[src/rtl/instr_fetch_pkg.sv]
// Shared constants for the fetch stage: word width and state encoding.
package instr_fetch_pkg;

    localparam int WORD_WIDTH = 16;

    localparam logic [2:0] ST_IDLE  = 3'd0;
    localparam logic [2:0] ST_FETCH = 3'd1;
    localparam logic [2:0] ST_HOLD  = 3'd2;
    localparam logic [2:0] ST_STEP  = 3'd3;
    localparam logic [2:0] ST_FAULT = 3'd4;

endpackage

[src/rtl/instr_fetch_timeout.sv]
// Memory-wait counter for the fetch stage. Counts up while enabled and
// flags expiry once the count reaches LIMIT-1, so the owner can decide on
// that same edge whether an arriving ack still wins.
module fetch_timeout #(
    parameter int LIMIT     = 15,
    parameter int CNT_WIDTH = 4
) (
    input  logic                 update_clk,
    input  logic                 reset_clk,
    input  logic                 clr,
    input  logic                 en,
    input  logic                 load,
    input  logic [CNT_WIDTH-1:0] load_val,
    output logic                 expired
);

    logic [CNT_WIDTH-1:0] count;

    // Clear has priority over load, load over counting.
    always_ff @(posedge update_clk or posedge reset_clk) begin
        if (reset_clk) begin
            count <= '0;
        end else if (clr) begin
            count <= '0;
        end else if (load) begin
            count <= load_val;
        end else if (en) begin
            count <= count + 1'b1;
        end
    end

    // Expiry is a plain compare so it is valid in the cycle the count lands.
    always_comb begin
        expired = (count == CNT_WIDTH'(LIMIT - 1));
    end

endmodule

[src/rtl/instr_fetch.sv]
// Fetch stage: reads the word at ip, holds it for the decoder, then steps
// the instruction pointer by 1 or by a branch offset for one cycle.
//
//   state    | meaning
//   ST_IDLE  | one cycle after reset release
//   ST_FETCH | mem_req high, waiting for mem_ack, timeout counting
//   ST_HOLD  | instr_valid high, waiting for decoder or branch
//   ST_STEP  | adj non-zero for this cycle; ip advances at closing edge
//   ST_FAULT | memory timed out; terminal until reset
module instr_fetch
    import instr_fetch_pkg::*;
#(
    parameter int MEM_TIMEOUT = 15,
    parameter int TMO_WIDTH   = 4
) (
    input  logic                  update_clk,
    input  logic                  reset_clk,
    input  logic [WORD_WIDTH-1:0] ip,
    output logic [WORD_WIDTH-1:0] adj,
    output logic                  mem_req,
    output logic [WORD_WIDTH-1:0] mem_addr,
    input  logic                  mem_ack,
    input  logic [WORD_WIDTH-1:0] mem_rdata,
    output logic [WORD_WIDTH-1:0] instr,
    output logic                  instr_valid,
    input  logic                  dec_ready,
    input  logic                  branch_taken,
    input  logic [WORD_WIDTH-1:0] branch_offset,
    output logic                  fault
);

    logic [2:0] state;
    logic       tmo_clr;
    logic       tmo_en;
    logic       tmo_expired;

    // ip only moves in STEP, so the address is stable for the whole FETCH.
    always_comb begin
        mem_addr = ip;
    end

    // Timeout runs only while waiting in FETCH; an ack or leaving FETCH rearms it.
    always_comb begin
        tmo_en  = (state == ST_FETCH);
        tmo_clr = (state != ST_FETCH) || mem_ack;
    end

    fetch_timeout #(
        .LIMIT    (MEM_TIMEOUT),
        .CNT_WIDTH(TMO_WIDTH)
    ) u_timeout (
        .update_clk(update_clk),
        .reset_clk (reset_clk),
        .clr       (tmo_clr),
        .en        (tmo_en),
        .load      (1'b0),
        .load_val  ({TMO_WIDTH{1'b0}}),
        .expired   (tmo_expired)
    );

    // Sequencer; all outputs are registered alongside the state.
    always_ff @(posedge update_clk or posedge reset_clk) begin
        if (reset_clk) begin
            state       <= ST_IDLE;
            adj         <= '0;
            mem_req     <= 1'b0;
            instr       <= '0;
            instr_valid <= 1'b0;
            fault       <= 1'b0;
        end else begin
            case (state)
                ST_IDLE: begin
                    state   <= ST_FETCH;
                    mem_req <= 1'b1;
                end
                ST_FETCH: begin
                    if (mem_ack) begin
                        instr       <= mem_rdata;
                        instr_valid <= 1'b1;
                        mem_req     <= 1'b0;
                        state       <= ST_HOLD;
                    end else if (tmo_expired) begin
                        fault   <= 1'b1;
                        mem_req <= 1'b0;
                        state   <= ST_FAULT;
                    end
                end
                ST_HOLD: begin
                    if (branch_taken) begin
                        adj         <= branch_offset;
                        instr_valid <= 1'b0;
                        state       <= ST_STEP;
                    end else if (dec_ready) begin
                        adj         <= {{(WORD_WIDTH-1){1'b0}}, 1'b1};
                        instr_valid <= 1'b0;
                        state       <= ST_STEP;
                    end
                end
                ST_STEP: begin
                    adj     <= '0;
                    mem_req <= 1'b1;
                    state   <= ST_FETCH;
                end
                ST_FAULT: begin
                    adj         <= '0;
                    mem_req     <= 1'b0;
                    instr_valid <= 1'b0;
                end
                default: begin
                    adj         <= '0;
                    mem_req     <= 1'b0;
                    instr_valid <= 1'b0;
                    state       <= ST_IDLE;
                end
            endcase
        end
    end

endmodule

[config.mk]
export PLATFORM = sky130hd
export DESIGN_NAME = instr_fetch
export DESIGN_NICKNAME = d
export VERILOG_FILES = /design/src/rtl/instr_fetch_pkg.sv /design/src/rtl/instr_fetch_timeout.sv /design/src/rtl/instr_fetch.sv
export SDC_FILE = /design/constraint.sdc
export NUM_CORES = 1
export LEC_CHECK = 0
export BUFFER_PORTS_ARGS = -buffer_cell sky130_fd_sc_hd__buf_2
export CAP_MARGIN = 5
export CORE_UTILIZATION = 31
export DETAILED_ROUTE_END_ITERATION = 6
export PLACE_DENSITY = 0.59
export REMOVE_ABC_BUFFERS = 1
export SLEW_MARGIN = 20
export SYNTH_ARGS = -nofsm -noshare
export SYNTH_HDL_FRONTEND = slang
export SYNTH_HIERARCHICAL = 1
export SYNTH_SLANG_ARGS = --single-unit
[constraint.sdc]
create_clock -name update_clk -period 4.9 [get_ports update_clk]
set_input_delay 0.245 -clock update_clk [delete_from_list [all_inputs] [get_ports update_clk]]
set_output_delay 0.245 -clock update_clk [all_outputs]
set_load 0.01 [all_outputs]
* Yosys cells after proc, flatten, opt, wreduce, memory -nomap -nowiden *
Index checks and enable logic that the tools add are counted.

storage, ports and cells
  input port bits = 53
  output and inout port bits = 51
  logic and storage cells = 50
  flip-flop bits (word level) = 42

operators by class
  equality and inequality tests = 9
  reductions and logical operators = 11
  muxes and demuxes = 17
  add/sub/neg operators = 1
  bitwise operators = 5

operator list
  cell                 count
  $mux 16              2
  $pmux 16 s2          1
  $mux 3               4
  $pmux 3 s4           1
  $reduce_and 3->1     3
  $mux 4               2
  $eq 3x2->1 const B   2
  $pmux 1 s3           2
  $reduce_and 2->1     3
  $mux 1               5
  $not 1->1            5
  $add 4x1->4 const B  1
  $eq 4x4->1 const B   1
  $reduce_or 2->1      2
  $eq 3x1->1 const B   1
  $eq 3x3->1 const B   1
  $logic_not 3->1      1
  $ne 3x1->1 const B   1
  $ne 3x2->1 const B   1
  $ne 3x3->1 const B   1
  $ne 2x2->1 const B   1
  $reduce_bool 2->1    1
  $logic_or 1x1->1     1

* Logic depth before layout (Yosys ltp) *
  depth after elaboration = 4
  gate-level depth with buffers = 6
  mapped depth without buffers = 6

* Hierarchy *
The synthesis kept the hierarchy.

modules (own cells, without submodules)
  module         times used  sequential area each (sq um)  area each (sq um)  cells an instance
  instr_fetch    1           950.9                         1639.1             121
  fetch_timeout  1           100.1                         250.2              27

* Least setup slack after synthesis *
OpenSTA, ideal clock, no wires.

  path type = register to register
  start = reg state[1]
  end = reg u_timeout.count[3]
  slack = 3337 ps
  library setup time = 119 ps
  data arrival time = 1444 ps
  clock period less this slack = 1563 ps
  buffers on the path = 0
  data required time = 4781 ps
  stages on the path, launching flop included = 6
  cells stage by stage = dfrtp_1 or2b_1 nor2_1 nand4_1 xnor2_1 o21a_1

between the ends
  elaborated cells between the ends (all ways) = 5
  classes of those cells = 2 x eq/ne; 1 x mux; 2 x reduce/logical

RTL lines
  element                             RTL line                   text
  start: declaration                  instr_fetch.sv:32          logic [2:0] state;
  start signal: assignment            instr_fetch.sv:64          state <= ST_IDLE;
  start signal: assignment            instr_fetch.sv:73          state <= ST_FETCH;
  start signal: assignment            instr_fetch.sv:81          state <= ST_HOLD;
  $eq 3x1->1                          instr_fetch.sv:44          tmo_en = (state == ST_FETCH);
  net tmo_en                          instr_fetch.sv:34          logic tmo_en;
  $reduce_bool 2->1 (no source line)  -
  end signal: assignment              instr_fetch_timeout.sv:26  count <= load_val;
  end signal: assignment              instr_fetch_timeout.sv:28  count <= count + 1'b1;
  end: declaration                    instr_fetch_timeout.sv:17  logic [CNT_WIDTH-1:0] count;

The timed path passes the listed nets, and every way through them passes these cells.
A chain may end at the register's enable or synchronous reset.

* Worst setup path after layout *
Ends and elaborated chain as after synthesis.

==> run metrics <==
Setup TNS Final 0 ps; crit share post-route 0.350; hold path cells 2; VDD IR-drop max roughly 0.00018 V; drt initial violations 65; Worst setup SP type flip-flop; WL final 3730 microns; max-cap violation count 0; PD cells approximately 540 mW/mm^2; clock buffer count from CTS 5; Post-synth EDFFs 0; die height between 80 and 90 microns; drt pass-1 iters 4; Post-CTS Hold Buffers 1; via count roughly 1300; top cell type's share of synthesized area 0.556; R2R depth 5; R2R Path End u_timeout/count[3]$_DFFE_PP0P_; total chip power approximately 0.0012 W; Max-Slew Margin vs Limit 0.561; P&R area growth vs syn 22.1%; WHS Endpoint adj[1]$_DFFE_PP0P_; RSZ-0062 raised after global routing false; YS warnings 6; DR vias/cell 4.54; Hold Vio Cnt, Final 0; Filler cells 593; Buffers on Ports 71; post-route minimum period between 1500 and 2000 ps; gpl congestion about 0.72; row count 28; static leakage between 1 and 1.5 nW; clock buffer depth 2; Sink Count 42; # DRC 0; Cells after Synth around 150; status complete, no violations; WL/cell approximately 13 microns; Worst-Margin Slew between 600 and 700 ps; CP Class flip-flop to flip-flop; most frequent cells after synthesis dfrtp_1, buf_4, mux2_2, a22o_1, inv_1; ant diodes 0; post-layout worst setup margin 3190 ps; worst-path maximum fanout 8; Synth Cell Area between 0.0015 and 0.002 sq mm; final setup violation count 0; Reg2Reg Launch Point state[1]$_DFFE_PP0P_; Setup Buffers After CTS 0; Starting Density 0.321; Worst EP required about 5100 ps; worst skew pair latency 300 ps; IO Pins 104; die width 80.1 microns; Clock Pin Slew Worst Setup and Hold Paths roughly 80 ps; area leader, netlist dfrtp_1; CTS Root Cell clkbuf_8; skew final around 6.9 ps; number of global-route vias before repair around 1200; Seq/Total Area, Yosys 0.556; synth top area cells dfrtp_1, mux2_2, buf_4; fmax 0.584 GHz; internal reg-to-reg setup slack approximately 3200 ps; Yosys cell types 37; GRT Util Overall 0.119; CP endpoint kind flip-flop; largest net degree at the start of global routing 25; Avg Inst Size Synth roughly 13 sq um; nets between 200 and 300; most frequent cell after synthesis dfrtp_1; pre-CTS setup slack between 3000 and 4000 ps; share of layout cells above drive strength 1 0.514; H-tree depth 2; ys async rst share 1.00; first-pass GRT wire length approximately 5700 microns; CTS tree built; initial antenna violation count 0; Hold Crit Class input port to flip-flop; CORE AREA roughly 0.0059 sq mm; post-DP HPWL 2780 microns; grt ovf 0; #FFs+latches synth between 40 and 50; final hold slack approximately 160 ps; Pins Over Slew Limit 0; Post-DRT Antenna Nets 0; Post-CTS Resized 0; Arr. time, crit path around 1900 ps; die area about 0.0064 sq mm; main flop type after synthesis dfrtp_1; hold_sp branch_offset[1]
-- layout make-up --
type                            instances  area (sq um)  share of cell area
Sequential cell                        42          1050               0.456
Clock inverter                          2          12.5             0.00542
Inverter                                8          30.0              0.0130
Clock buffer                            6          82.6              0.0358
Tap cell                               75          93.8              0.0407
Multi-Input combinational cell         81           664               0.288
Timing Repair Buffer                   73           373               0.162
-- worst max path at each step --
stage / slack [ps] / depth (start not counted) / start / endpoint
floorplan: 3340 / 5 / state[1]$_DFFE_PP0P_ / u_timeout/count[3]$_DFFE_PP0P_
global placement: 3230 / 5 / state[1]$_DFFE_PP0P_ / u_timeout/count[3]$_DFFE_PP0P_
detailed placement: 3210 / 5 / state[1]$_DFFE_PP0P_ / u_timeout/count[3]$_DFFE_PP0P_
CTS: 3200 / 5 / state[1]$_DFFE_PP0P_ / u_timeout/count[3]$_DFFE_PP0P_
global route: 2990 / 5 / state[1]$_DFFE_PP0P_ / u_timeout/count[2]$_DFFE_PP0P_
finish: 3190 / 5 / state[1]$_DFFE_PP0P_ / u_timeout/count[3]$_DFFE_PP0P_
-- cell families (layout without fill, tap and decap cells) --
kind of cell             count (synthesis)  after routing  synth area share
flip-flops                              42             42             0.556
AO/OA/AOI/OAI                           31             31             0.136
buffers and inverters                   29             89             0.100
AND/OR/NAND/NOR                         22             22            0.0729
multiplexers                            18             18             0.106
XOR/XNOR                                 3              3            0.0139
adder cells (fa/ha/maj)                  2              2            0.0132
other                                    1              5           0.00198
-- per-stage QoR --
stage	cells	utilization	area [sq um]
floorplan	131	-	1750
global placement	278	0.374	2200
detailed placement	278	0.374	2200
CTS	287	0.392	2310
global route	287	0.392	2310
finish	287	0.392	2310
-- critical path: stages (launching register included) --
cell	delay, ps
dfrtp_1	480
or2b_1	290
nor2_1	360
nand4_1	170
xnor2_1	150
o21a_1	160
-- registers in the layout, summed over array words and instances, names as in the netlist --
signal / count
adj: 16
fault: 1
instr: 16
instr_valid: 1
mem_req: 1
state: 3
u_timeout/count: 4
-- cell usage in the layout, fill, tap and decap left out --
| cell | count |
|---|---|
| buf_2 | 71 |
| dfrtp_1 | 42 |
| mux2_2 | 16 |
| a22o_1 | 10 |
| inv_1 | 8 |
| nor2_1 | 7 |
| clkbuf_8 | 6 |
| a21oi_1 | 5 |
| a22o_2 | 5 |
| conb_1 | 5 |
| nand2_1 | 4 |
| o21ai_0 | 2 |
| mux2i_1 | 2 |
| xnor2_1 | 2 |
| o21a_1 | 2 |
| ha_1 | 2 |
| nand3b_1 | 1 |
| nor2_4 | 1 |
| or3_4 | 1 |
| a21oi_4 | 1 |
| nand2b_2 | 1 |
| nor3b_4 | 1 |
| a21o_2 | 1 |
| a221oi_1 | 1 |
| or2b_1 | 1 |
| o32ai_1 | 1 |
| nor3b_1 | 1 |
| a31o_2 | 1 |
| nor2b_1 | 1 |
| nor3_1 | 1 |
| clkinvlp_4 | 1 |
| clkinv_2 | 1 |
| dlygate4sd3_1 | 1 |
| buf_4 | 1 |
| a211o_1 | 1 |
| a21oi_2 | 1 |
| xor2_1 | 1 |
| and3_1 | 1 |
| nand4_1 | 1 |
-- power breakdown --
group	internal, W	switching [W]	total, W
Sequential	0.000475	0.0000734	0.000548
Clock	0.000113	0.000119	0.000232
Combinational	0.000231	0.000227	0.000458
-- metal layers --
| layer | part of all wire | up-vias | track usage |
|---|---|---|---|
| met5 | 0 | - | 0 |
| met4 | 0.013 | 0 | 0.0429 |
| met3 | 0.12 | 5 | 0.0693 |
| met2 | 0.42 | 74 | 0.168 |
| met1 | 0.44 | 600 | 0.149 |
| li1 | - | 623 | - |
Note: power is estimated with default switching activity, not from simulation.
